File: config.mk
export PLATFORM = sky130hd
export DESIGN_NAME = mac_sequencer
export DESIGN_NICKNAME = d
export VERILOG_FILES = /design/src/rtl/mac_pkg.sv /design/src/rtl/mac_tag_pipe.sv /design/src/rtl/mac_sequencer.sv
export SDC_FILE = /design/constraint.sdc
export NUM_CORES = 1
export LEC_CHECK = 0
export CAP_MARGIN = 25
export CORE_ASPECT_RATIO = 0.5
export CORE_MARGIN = 1
export CORE_UTILIZATION = 40
export CTS_BUF_LIST = sky130_fd_sc_hd__clkbuf_4 sky130_fd_sc_hd__clkbuf_8 sky130_fd_sc_hd__clkbuf_16
export DETAILED_ROUTE_END_ITERATION = 7
export HOLD_SLACK_MARGIN = 0.12
export PLACE_DENSITY = 0.74
export SETUP_SLACK_MARGIN = 0.5
export SLEW_MARGIN = 20
export SYNTH_ARGS = -nofsm -noshare
export SYNTH_HDL_FRONTEND = slang
export SYNTH_HIERARCHICAL = 1
export SYNTH_SLANG_ARGS = --single-unit
export TNS_END_PERCENT = 50
File: constraint.sdc
create_clock -name clock -period 2.7 [get_ports clock]
set_input_delay 0.81 -clock clock [delete_from_list [all_inputs] [get_ports clock]]
set_output_delay 0.81 -clock clock [all_outputs]
set_load 0.02 [all_outputs]
File: src/rtl/mac_pkg.sv
// Package: mac_pkg
// Shared types and constants for the MAC sequencer slice.
//   state_e  : sequencer FSM states
//   tag_t    : per-slot tag travelling alongside the multiplier pipeline
//   MULT_LAT : multiplier latency in enabled edges (x/y sampled -> z valid)
//   OPND_W   : operand width, PROD_W : product width
package mac_pkg;

    localparam int unsigned MULT_LAT = 2;
    localparam int unsigned OPND_W   = 4;
    localparam int unsigned PROD_W   = 8;

    typedef enum logic [1:0] {
        StIdle,
        StRun,
        StDrain,
        StDone
    } state_e;

    typedef struct packed {
        logic valid;
        logic last;
    } tag_t;

endpackage

File: src/rtl/mac_tag_pipe.sv
// Module: mac_tag_pipe
// Tag shift register of parameterised depth. Advances every edge; synchronous
// active-low clear empties every stage.
// Ports:
//   clk_i                   clock, rising edge
//   clear_ni                synchronous active-low clear
//   in_valid_i, in_last_i   tag entering stage 0
//   out_valid_o, out_last_o tag leaving the final stage
module mac_tag_pipe
    import mac_pkg::*;
#(
    parameter int unsigned DEPTH = 3
) (
    input  logic clk_i,
    input  logic clear_ni,
    input  logic in_valid_i,
    input  logic in_last_i,
    output logic out_valid_o,
    output logic out_last_o
);

    tag_t pipe_q [DEPTH];
    tag_t pipe_d [DEPTH];

    always_comb begin
        pipe_d[0].valid = in_valid_i;
        pipe_d[0].last  = in_last_i;
        for (int i = 1; i < int'(DEPTH); i++) begin
            pipe_d[i] = pipe_q[i-1];
        end
    end

    always_ff @(posedge clk_i) begin
        if (!clear_ni) begin
            for (int i = 0; i < int'(DEPTH); i++) begin
                pipe_q[i] <= '0;
            end
        end else begin
            pipe_q <= pipe_d;
        end
    end

    assign out_valid_o = pipe_q[DEPTH-1].valid;
    assign out_last_o  = pipe_q[DEPTH-1].last;

endmodule

File: src/rtl/mac_sequencer.sv
// Module: mac_sequencer
// Feeds 4-bit operand pairs into an external pipelined multiplier and sums the
// products of one vector (ended by in_last or by reaching MAX_LEN elements).
// The dot product is offered on a valid/ready result port.
// Ports:
//   clock, reset               clock and synchronous active-low reset
//   in_valid/in_ready          operand handshake; in_a, in_b, in_last payload
//   mult_x/mult_y/mult_en      registered drive to the multiplier
//   mult_z                     multiplier product
//   res_valid/res_ready        result handshake
//   res_sum/res_count/res_ovf  sum mod 2^ACC_W, element count, sticky wrap flag
module mac_sequencer
    import mac_pkg::*;
#(
    parameter int unsigned ACC_W    = 16,
    parameter int unsigned CNT_W    = 8,
    parameter int unsigned MAX_LEN  = 255,
    parameter int unsigned MULT_LAT = mac_pkg::MULT_LAT
) (
    input  logic              clock,
    input  logic              reset,
    input  logic              in_valid,
    output logic              in_ready,
    input  logic [OPND_W-1:0] in_a,
    input  logic [OPND_W-1:0] in_b,
    input  logic              in_last,
    output logic [OPND_W-1:0] mult_x,
    output logic [OPND_W-1:0] mult_y,
    output logic              mult_en,
    input  logic [PROD_W-1:0] mult_z,
    output logic              res_valid,
    input  logic              res_ready,
    output logic [ACC_W-1:0]  res_sum,
    output logic [CNT_W-1:0]  res_count,
    output logic              res_ovf
);

    state_e state_q, state_d;

    logic [OPND_W-1:0] mult_x_q, mult_x_d;
    logic [OPND_W-1:0] mult_y_q, mult_y_d;
    logic              mult_en_q, mult_en_d;
    logic [ACC_W-1:0]  acc_q, acc_d;
    logic [CNT_W-1:0]  cnt_q, cnt_d;
    logic              ovf_q, ovf_d;
    // Pairs issued into the current vector; drives MAX_LEN termination.
    logic [CNT_W-1:0]  in_cnt_q, in_cnt_d;

    logic             accept;
    logic             last_eff;
    logic             tag_valid;
    logic             tag_last;
    logic [ACC_W:0]   sum_ext;

    assign accept   = in_valid && in_ready;
    assign last_eff = in_last || (in_cnt_q == CNT_W'(MAX_LEN - 1));

    // FSM state register
    always_ff @(posedge clock) begin
        if (!reset) begin
            state_q <= StIdle;
        end else begin
            state_q <= state_d;
        end
    end

    // FSM next state
    always_comb begin
        state_d = state_q;
        unique case (state_q)
            StIdle, StRun: begin
                if (accept) begin
                    state_d = last_eff ? StDrain : StRun;
                end
            end
            StDrain: begin
                if (tag_valid && tag_last) begin
                    state_d = StDone;
                end
            end
            StDone: begin
                if (res_ready) begin
                    state_d = StIdle;
                end
            end
            default: state_d = StIdle;
        endcase
    end

    // FSM outputs; in_ready is forced low while reset is asserted
    always_comb begin
        in_ready  = 1'b0;
        res_valid = 1'b0;
        unique case (state_q)
            StIdle:  in_ready  = reset;
            StRun:   in_ready  = reset;
            StDrain: in_ready  = 1'b0;
            StDone:  res_valid = 1'b1;
            default: in_ready  = 1'b0;
        endcase
    end

    // Operand register and accumulator next state
    always_comb begin
        mult_x_d  = '0;
        mult_y_d  = '0;
        if (accept) begin
            mult_x_d = in_a;
            mult_y_d = in_b;
        end
        // Enable is held from the first accepted pair until the last tag retires.
        mult_en_d = (state_d == StRun) || (state_d == StDrain);

        acc_d    = acc_q;
        cnt_d    = cnt_q;
        ovf_d    = ovf_q;
        in_cnt_d = in_cnt_q;
        sum_ext  = {1'b0, acc_q} + (ACC_W + 1)'(mult_z);

        if (accept) begin
            in_cnt_d = in_cnt_q + CNT_W'(1);
        end
        if (tag_valid) begin
            acc_d = sum_ext[ACC_W-1:0];
            cnt_d = cnt_q + CNT_W'(1);
            ovf_d = ovf_q | sum_ext[ACC_W];
        end
        if (state_q == StDone && res_ready) begin
            acc_d    = '0;
            cnt_d    = '0;
            ovf_d    = 1'b0;
            in_cnt_d = '0;
        end
    end

    always_ff @(posedge clock) begin
        if (!reset) begin
            mult_x_q  <= '0;
            mult_y_q  <= '0;
            mult_en_q <= 1'b0;
            acc_q     <= '0;
            cnt_q     <= '0;
            ovf_q     <= 1'b0;
            in_cnt_q  <= '0;
        end else begin
            mult_x_q  <= mult_x_d;
            mult_y_q  <= mult_y_d;
            mult_en_q <= mult_en_d;
            acc_q     <= acc_d;
            cnt_q     <= cnt_d;
            ovf_q     <= ovf_d;
            in_cnt_q  <= in_cnt_d;
        end
    end

    // Stage 0 is loaded together with mult_x/mult_y; the final stage lines up
    // with a valid mult_z.
    mac_tag_pipe #(
        .DEPTH(MULT_LAT + 1)
    ) u_tag_pipe (
        .clk_i      (clock),
        .clear_ni   (reset),
        .in_valid_i (accept),
        .in_last_i  (accept && last_eff),
        .out_valid_o(tag_valid),
        .out_last_o (tag_last)
    );

    assign mult_x    = mult_x_q;
    assign mult_y    = mult_y_q;
    assign mult_en   = mult_en_q;
    assign res_sum   = acc_q;
    assign res_count = cnt_q;
    assign res_ovf   = ovf_q;

endmodule

# Word level (Yosys, flattened, before mapping)
# Index checks and enable logic that the tools add are counted.
# word_totals
reg_bits	50
input_bits	21
out_inout_bits	36
word_cells	42
# op_classes
addsub	3
n_eq_ne	6
muxes	7
n_bitwise	2
reduce_logical	10
# ops
op	count
$add 16x8->17	1
$add 8x1->8 const B	2
$eq 8x8->1 const B	1
$mux 2	4
$eq 2x2->1 const B	3
$pmux 2 s3	1
$eq 2x1->1 const B	2
$logic_and 1x1->1	4
$reduce_or 2->1	2
$logic_not 2->1	1
$logic_or 1x1->1	2
$mux 1	2
$reduce_and 2->1	1
$not 1->1	1
$or 1x1->1	1

# Longest topological paths before layout
# Gate-level depths: netlist (run 1).
# logic_depth
depth_word	8
mapped_depth	7
mapped_depth_nobuf	7

# Modules after synthesis
# The synthesis (run 1) kept the hierarchy.
# modules_own_cells
mod	instances	cells_per_inst	area_each_um2	seq_area_each_um2
mac_sequencer	1	225	2085.8	880.8
mac_tag_pipe	1	12	157.7	120.1

# Worst setup path after synthesis (run 1)
# Ideal clock, no wire load.
# synth_timing
kind	input port to flip-flop
from	in mult_z[0]
to	reg acc_q[6], in the netlist res_sum[6]
setup_ps	134
arrival_ps	2290
required_time_ps	2566
path_slack_ps	276
stages	7
n_path_buf	0
cell_sequence	ha_1 fa_1 a211oi_1 nor2_1 o21ai_0 mux2i_1 o311ai_1
# synth_via
elab_chain_cells	1
# synth_lines
item	line	text
start, declared	mac_sequencer.sv:30	input logic [PROD_W-1:0] mult_z,
$add 16x8->17	mac_sequencer.sv:118	sum_ext = {1'b0, acc_q} + (ACC_W + 1)'(mult_z);
end signal, assigned	mac_sequencer.sv:141	acc_q <= '0;
end signal, assigned	mac_sequencer.sv:149	acc_q <= acc_d;
end, declared	mac_sequencer.sv:43	logic [ACC_W-1:0] acc_q, acc_d;
# Every way passes these cells.
# A chain may end at the register's enable or synchronous reset.

# Final worst setup path (run 1)
# layout_timing
from	reg acc_q[7], in the netlist res_sum[7]
to	out res_sum[7]
# layout_lines
item	line	text
end, declared	mac_sequencer.sv:33	output logic [ACC_W-1:0] res_sum,
# No word-level cell between the ends.

==> results of run 1 <==
[cells by family after synthesis]
family / Yosys count
mux: 9
fa+ha+maj: 12
simple gates: 97
buf+inv: 12
compound gates: 33
xor+xnor: 24
flops: 50
[per-layer routing]
metal / GRT usage / wire (microns)
met4: 0.0479 / 27
met2: 0.330 / 2320
met3: 0.0422 / 206
met1: 0.194 / 2150
met5: 0 / 0
[power by group]
| part | leakage [uW] | switching (uW) | internal (uW) |
|---|---|---|---|
| sequential | 0.000406 | 12.3 | 753 |
| clock | 0.0000618 | 252 | 305 |
| combinational | 0.000803 | 77.7 | 87.7 |
| total | 0.00127 | 342 | 1150 |
[path summary, 6_finish.rpt]
check / endpoint / slack [ps] / depth (start not counted)
min: u_tag_pipe/out_valid_o / 440 / 1
max: res_sum[7] / 520 / 1
max reg2reg: res_sum[12] / 820 / 7
min reg2reg: u_tag_pipe/out_valid_o / 440 / 1
[stage by stage]
| step | util | hold WS, ps |
|---|---|---|
| CTS | 0.611 | 445 |
| global placement | 0.575 | 417 |
| floorplan | - | 412 |
| finish | 0.620 | 444 |
| detailed placement | 0.575 | 421 |
| global route | 0.620 | 451 |
[layout by cell type (no fill, tap or decap), types with 2 or more instances in the layout]
cell type	instances
dlymetal6s2s_1	3
ha_1	4
nand3_1	6
mux2i_1	8
a211oi_2	2
a211oi_1	5
and3_1	7
dfxtp_1	49
xor2_1	18
xnor2_1	6
nor2b_1	2
o21ai_0	3
clkdlybuf4s50_1	45
o21ai_1	3
buf_4	16
a21o_1	3
nor2_1	34
ha_4	7
a21oi_1	6
clkbuf_8	6
nand4_1	7
nand2_2	2
nand2_1	10
nor3b_1	2
dlygate4sd2_1	6
nor3_1	3
and2_1	16
and4_1	2
inv_1	4
[registers in the layout, indices dropped and copies added (netlist names)]
signal                  flops
u_tag_pipe/out_last_o       1
mult_en                     1
mult_y                      4
in_cnt_q                    8
u_tag_pipe/pipe_d           4
state_q                     2
u_tag_pipe/out_valid_o      1
res_ovf                     1
res_sum                    16
mult_x                      4
res_count                   8
[final cells by class]
class,instances,area [sq um],area share
Clock inverter,2,38.8,0.0121
Sequential cell,50,1000,0.313
Multi-Input combinational cell,175,1300,0.407
Tap cell,70,87.6,0.0274
Timing Repair Buffer,71,672,0.210
Clock buffer,6,82.6,0.0258
Inverter,4,15.0,0.00469
[timing repair]
action / CTS / global route
resized for setup: 19 / 13
endpoints found under the setup margin: 15 / 16
buffers inserted: 2 / 1
pin swaps: 12 / 12
==> impl_metrics.tcl, run 1 <==
set metrics [dict create \
    ys_seq_area_frac 0.446 \
    startpoint "res_sum[7]" \
    gp_congestion 0.780 \
    start_util 0.435 \
    post_drt_wl_per_cell_microns 12.4 \
    antenna_found_initial 0 \
    yosysTopAreaCellShare 0.446 \
    ys_types 41 \
    synth_top_family_by_area "simple AND/OR/NAND/NOR gates" \
    synth-adder-area-share 0.0703 \
    drt-initial-drc-count 37 \
    synthTopCellsByCount "50 x dfxtp_1, 34 x nor2_1, 18 x xor2_1, 16 x and2_1" \
    drcViolationCount 0 \
    tns_ps 0 \
    synth_compound_area_frac 0.105 \
    synthFlopType "dfxtp_1" \
    ant_nets 0 \
    dr.pass1.iters 4 \
    cts_max_level 2 \
    slowest_stage "clkdlybuf4s50_1" \
    clk-insertion-delay-late_ps 290 \
    skew_ps 6.13 \
    synth_area_leaders "dfxtp_1 45%, xor2_1 7.0%, ha_1 6.1%" \
    fin_nets 340 \
    syn_area_per_cell_sq_um 9.47 \
    tightest_slew_ps 424 \
    p_leak_uw 0.00127 \
    cts_root_buf "clkbuf_8" \
    dpl.hpwl_mm 3.44 \
    core_sq_um 5160 \
    cts_hold_buf 0 \
    cts_made_buffers 5 \
    grt_max_degree 18 \
    cts_tree "built" \
    clock_sinks 50 \
    r2r-start "res_sum[0]" \
    setup_viol 0 \
    hold_viol_final 0 \
    period_share 0.809 \
    fin_ws_ps 516 \
    run_status "complete, no violations" \
    synth_mux_area_frac 0.0407 \
    port_buffers 56 \
    worst-path-buf-inv 1 \
    syn_inst 237 \
    hold_path_class "reg -> reg" \
    drt_wl_total_mm 4.71 \
    die_x_microns 108 \
    syn_nets 270 \
    via_count 1871 \
    synth_xor_area_frac 0.0937 \
    final_cells 378 \
    overflow 0 \
    rows 18 \
    drive_above_1_share 0.146 \
    async_reset_ff_frac 0 \
    total_power_uw 1490 \
    grt_usage 0.170 \
    crit_family "buffers and inverters" \
    worstSetupStartpointType "flop" \
    maxCapViolCount 0 \
    crit_path_max_incr_delay_ps 640 \
    fin_crit_ps 2180 \
    num_io_pins 57 \
    die_area_sq_um 5930 \
    rsz0062_at_grt "yes" \
    dp_cells 367 \
    yosys.area.top_type "dfxtp_1" \
    synth_edf_count 0 \
    clkTransAtPathRegs_ps 90 \
    dpl_cell_area_sq_um 2970 \
    drv_slew 0 \
    final_area_sq_um 3200 \
    grt_pass1_vias 1805 \
    syn-cell-area_sq_um 2240 \
    synth_most_common_cell "dfxtp_1" \
    min-delay-start "u_tag_pipe/pipe_d[1]" \
    synth.ff_latch_count 50 \
    cp_cell_sequence "clkdlybuf4s50_1" \
    max_slew_margin 0.716 \
    worstPathRequired_ps 1890 \
    syn_to_final_growth_pct 42.6 \
    die_h_microns 55.0 \
    viasPerCell 4.95 \
    grt_pass1_wl_mm 7.86 \
    crit_arrival_ps 1370 \
    timing.fmax_mhz 458 \
    synth-simple-area-share 0.221 \
    place_ws_ps -166 \
    yosys_warnings 6 \
    endpoint_kind "output port" \
    cts_buffer_depth 2 \
    vdd_drop_max_uv 321 \
    cp_max_fo 3 \
    path_class "reg -> out" \
    p_per_area_nw_per_um2 465 \
    fillers 466 \
    diodes 0 \
]
Power figures use the tool's default switching activity.
==> run 2, diff against run 1 <==
- PLACE_DENSITY: 0.74 -> 0.77
- clock period: 2.7 -> 1.8 ns (I/O delays scaled with it)
==> run 2 against run 1 <==
Against the previous run:
- the flow now finishes with violations (negative setup slack)
- total power up 48%
- final area up 22%
- first-iteration DRC count up 5.4%
- via count up 14%
- die area unchanged
==> impl_metrics.tcl, run 2 (same netlist as run 1, synthesis figures left out) <==
set metrics [dict create \
    grt_usage 0.203 \
    worstPathRequired_ps 2010 \
    p_per_area_nw_per_um2 567 \
    drive_above_1_share 0.561 \
    grt_pass1_wl_mm 9.21 \
    mostFrequentLayoutCell "buf_6" \
    hold_path_class "reg -> reg" \
    p_leak_uw 0.00161 \
    cp_max_fo 5 \
    dr.pass1.iters 4 \
    start_util 0.435 \
    cts_tree "built" \
    via_count 2137 \
    max_slew_margin 0.739 \
    core_sq_um 5160 \
    maxCapViolCount 0 \
    path_class "in -> reg" \
    endpoint_kind "flop" \
    cts_buffer_depth 2 \
    rows 18 \
    fillers 336 \
    final_util 0.754 \
    timing.rr.end "res_sum[14]" \
    timing.fmax_mhz 545 \
    ant_nets 0 \
    antenna_found_initial 0 \
    place_ws_ps -733 \
    hold_path_depth 1 \
    port_buffers 56 \
    clk-insertion-delay-late_ps 310 \
    num_io_pins 57 \
    r2r.worst_path.cells 7 \
    rsz0062_at_grt "yes" \
    gp_congestion 0.764 \
    drt_wl_total_mm 6.09 \
    fin_nets 385 \
    clock_sinks 50 \
    cts_root_buf "clkbuf_8" \
    viasPerCell 5.05 \
    worstSetupStartpointType "input pin" \
    fin_hold_ws_ps 441 \
    drt-initial-drc-count 39 \
    tightest_slew_ps 390 \
    fin_crit_ps 1840 \
    drv_slew 0 \
    r2r-start "res_sum[0]" \
    period_share 1.02 \
    tns_ps -130 \
    diodes 0 \
    total_power_uw 2210 \
    grt_max_degree 24 \
    run_status "finished with violations" \
    fin_ws_ps -36.3 \
    post_drt_wl_per_cell_microns 14.4 \
    setup_viol 6 \
    cts_max_level 2 \
    drcViolationCount 0 \
    hold_viol_final 0 \
    layout_common_cells "50 x buf_6, 46 x buf_4, 32 x nor2_1" \
    syn_to_final_growth_pct 73.4 \
    skew_ps 11.0 \
    cts_made_buffers 5 \
    overflow 0 \
    grt_pass1_vias 2100 \
    reg2reg_setup_slack_ps -30 \
    cts_hold_buf 0 \
    clkTransAtPathRegs_ps 100 \
    vdd_drop_max_uv 382 \
    min-delay-start "u_tag_pipe/pipe_d[3]" \
    die_h_microns 55.0 \
    crit_arrival_ps 2040 \
    die_x_microns 108 \
    die_area_sq_um 5930 \
    dpl.hpwl_mm 3.70 \
    min_to "u_tag_pipe/pipe_d[1]" \
    violations "negative setup slack" \
    largest_register_ff_count 16 \
]
run 2: changes by cell type in the layout (fill, tap and decap cells not counted), sizes merged:
cell	before	now
dlygate4sd2	6	1
clkinv	0	1
bufinv	1	0
clkdlybuf4s15	0	3
clkdlybuf4s50	45	9
clkbuf	6	8
inv	5	4
dlymetal6s2s	3	0
buf	17	102
run 2: worst max-delay path by stage:
| stage | from | end | slack (ps) |
|---|---|---|---|
| final | mult_z[1] | res_sum[14] | -40 |
| after global routing | res_sum[0] | res_sum[12] | -130 |
| after CTS | res_sum[0] | res_sum[14] | -9 |
| after detailed placement | mult_z[0] | res_sum[10] | -730 |
| after global placement | mult_z[0] | res_sum[10] | -690 |
| after floorplan | mult_z[0] | res_sum[6] | -130 |
run 2: report_power, final:
group | internal [uW] | switching, uW | total [uW]
Combinational | 185 | 153 | 337
Clock | 353 | 378 | 731
Sequential | 1120 | 19.1 | 1140
Total | 1660 | 550 | 2210
run 2: per-stage QoR:
step / instances / area [sq um]
after floorplan: 237 / 2300
after CTS: 413 / 3660
after global placement: 385 / 3140
after detailed placement: 385 / 3140
after global routing: 423 / 3890
final: 423 / 3890
run 2: layout make-up:
cell class / count / area [sq um] / share of cell area
Clock buffer: 7 / 96.3 / 0.0248
Inverter: 4 / 15.0 / 0.00386
Multi-Input combinational cell: 175 / 1510 / 0.389
Timing Repair Buffer: 116 / 1090 / 0.281
Clock inverter: 1 / 8.76 / 0.00225
Tap cell: 70 / 87.6 / 0.0225
Sequential cell: 50 / 1080 / 0.277
run 2: worst max-delay path: stages:
cell      delay [ps]
buf_2            120
buf_6            120
fa_2             410
a211oi_4         270
o211ai_1         210
nand4_1          170
xor2_1           150
nor2_1            50
run 2: timing repair:
item | CTS | global route
endpoints found under the setup margin | 81 | 59
setup buffers | 20 | 10
pin swaps | 43 | 28
endpoints found under the hold margin | 0 | 0
resized for setup | 325 | 42
run 2: layer usage:
metal / wire (microns) / GRT usage / up-vias
li1: - / - / 1051
met1: 2410 / 0.216 / 1010
met2: 3290 / 0.406 / 59
met3: 285 / 0.0492 / 17
met4: 102 / 0.0822 / 0
met5: 0 / 0 / -
==> run 3, diff against run 2 <==
- DONT_BUFFER_PORTS: unset -> 1
- PLACE_DENSITY: 0.77 -> 0.63
==> run 3 against run 2 <==
Against the previous run:
- the flow still finishes with violations (negative setup slack)
- final area fell by 21%
- hold slack worse by 100 ps
- worst setup slack gained 32 ps
- clock power shrank 2.9%
- global-route usage decreased by 3.5 points
- fmax is 1.8% higher
- critical endpoint is now res_sum[10]
- sequential cell count did not move
- wire length decreased by 20%
==> impl_metrics.tcl, run 3 (same netlist as run 1, synthesis figures left out) <==
set metrics [dict create \
    run_status "finished with violations" \
    violations "negative setup slack" \
    grt_max_degree 19 \
    clock_sinks 50 \
    maxCapViolCount 0 \
    post_drt_wl_per_cell_microns 13.9 \
    drive_above_1_share 0.438 \
    cp_cell_sequence "ha_4 -> fa_2 -> a211oi_2 -> o211ai_1 -> nand4_1 -> xor2_1 -> nor2_1" \
    worstSetupEndpoint "res_sum[10]" \
    drt_wl_total_mm 4.88 \
    fillers 430 \
    startpoint "res_sum[0]" \
    clkTransAtPathRegs_ps 110 \
    layout_common_cells "33 x nor2_1, 27 x dfxtp_2, 26 x buf_4" \
    path_class "reg -> reg" \
    num_io_pins 57 \
    drcViolationCount 0 \
    hold_path_class "in -> reg" \
    hold_path_depth 1 \
    worstPathRequired_ps 2000 \
    drt-initial-drc-count 94 \
    rsz0062_at_grt "yes" \
    vdd_drop_max_uv 464 \
    hold_viol_final 0 \
    r2r-start "res_sum[0]" \
    start_util 0.435 \
    fin_crit_ps 1800 \
    fin_ws_ps -4.01 \
    cp_max_fo 5 \
    antenna_found_initial 0 \
    timing.rr.end "res_sum[10]" \
    final_cells 351 \
    grt_usage 0.169 \
    viasPerCell 5.19 \
    cts_max_level 2 \
    p_leak_uw 0.00118 \
    core_sq_um 5160 \
    cts_hold_buf 0 \
    tightest_slew_ps 397 \
    gp_congestion 0.783 \
    dr.pass1.iters 4 \
    drv_slew 0 \
    skew_ps 9.62 \
    rows 18 \
    cts_buffer_depth 2 \
    crit_arrival_ps 2010 \
    die_area_sq_um 5930 \
    p_per_area_nw_per_um2 676 \
    mostFrequentLayoutCell "nor2_1" \
    cts_made_buffers 5 \
    r2r.worst_path.cells 7 \
    crit_path_max_incr_delay_ps 350 \
    tns_ps -4.01 \
    syn_to_final_growth_pct 36.6 \
    period_share 1.00 \
    slowest_stage "dfxtp_2" \
    port_buffers 0 \
    fin_nets 313 \
    diodes 0 \
    grt_pass1_wl_mm 7.66 \
    die_h_microns 55.0 \
    endpoint_kind "flop" \
    max_slew_margin 0.734 \
    clk-insertion-delay-late_ps 310 \
    dpl.hpwl_mm 3.39 \
    largest_register_ff_count 16 \
    grt_pass1_vias 1741 \
    cts_root_buf "clkbuf_8" \
    dp_cells 332 \
    cts_tree "built" \
    reg2reg_setup_slack_ps -4 \
    worstSetupStartpointType "flop" \
    timing.fmax_mhz 554 \
    overflow 0 \
    die_x_microns 108 \
    via_count 1822 \
    setup_viol 1 \
    ant_nets 0 \
]
## run 3: repair_timing
item,in CTS,in global routing
pin swaps,23,28
endpoints found under the hold margin,0,0
setup endpoints to repair,69,62
gates resized for setup,32,56
buffers inserted,4,7
## run 3: layout make-up
cell class | count | area [sq um] | share of cell area
multi-input combinational | 175 | 1410 | 0.461
sequential | 50 | 1060 | 0.345
timing repair buffer | 44 | 398 | 0.130
tap | 70 | 87.6 | 0.0286
clock buffer | 5 | 68.8 | 0.0224
clock inverter | 3 | 26.3 | 0.00857
inverter | 4 | 15.0 | 0.00490
## run 3: through the flow
step	instance area (sq um)	hold WS [ps]	utilization	setup WS (ps)	total power, uW
3_3_place_gp	2600	417	0.504	-217	1340
3_5_place_dp	2600	420	0.504	-246	1350
5_1_grt	3070	327	0.594	-109	2160
2_1_floorplan	2300	412	-	-135	1300
4_1_cts	2870	334	0.556	22.3	2080
6_report	3070	340	0.594	-4.01	2070
## run 3: worst min path at each step
| stage | start | end | slack [ps] |
|---|---|---|---|
| finish | in_a[3] | mult_x[3] | 340 |
| global route | reset | u_tag_pipe/out_valid_o | 330 |
| CTS | in_b[1] | mult_y[1] | 330 |
| detailed placement | u_tag_pipe/pipe_d[0] | u_tag_pipe/out_last_o | 420 |
| global placement | u_tag_pipe/pipe_d[3] | u_tag_pipe/pipe_d[1] | 420 |
| floorplan | u_tag_pipe/pipe_d[0] | u_tag_pipe/out_last_o | 410 |
## run 3: routing by layer
layer  vias to the layer above  GRT usage  wire (microns)
met3                         4     0.0562             209
met2                        35      0.304            2370
met1                       875      0.203            2280
li1                        908          -               -
met5                         -          0               0
met4                         0     0.0297              27
## run 3: worst max-delay path: cells and delay by family (launching register included)
family,cells,cell delay [ps]
AND/OR/NAND/NOR,2,230
adder cells (fa/ha/maj),2,510
XOR/XNOR,1,150
AO/OA/AOI/OAI,2,460
flip-flops,1,350
## run 3: where the power goes
group / switching [uW] / leakage [uW] / total [uW] / internal, uW
clock: 421 / 0.0000495 / 710 / 290
combinational: 102 / 0.000713 / 206 / 104
sequential: 29.0 / 0.000422 / 1150 / 1130
total: 551 / 0.00118 / 2070 / 1520
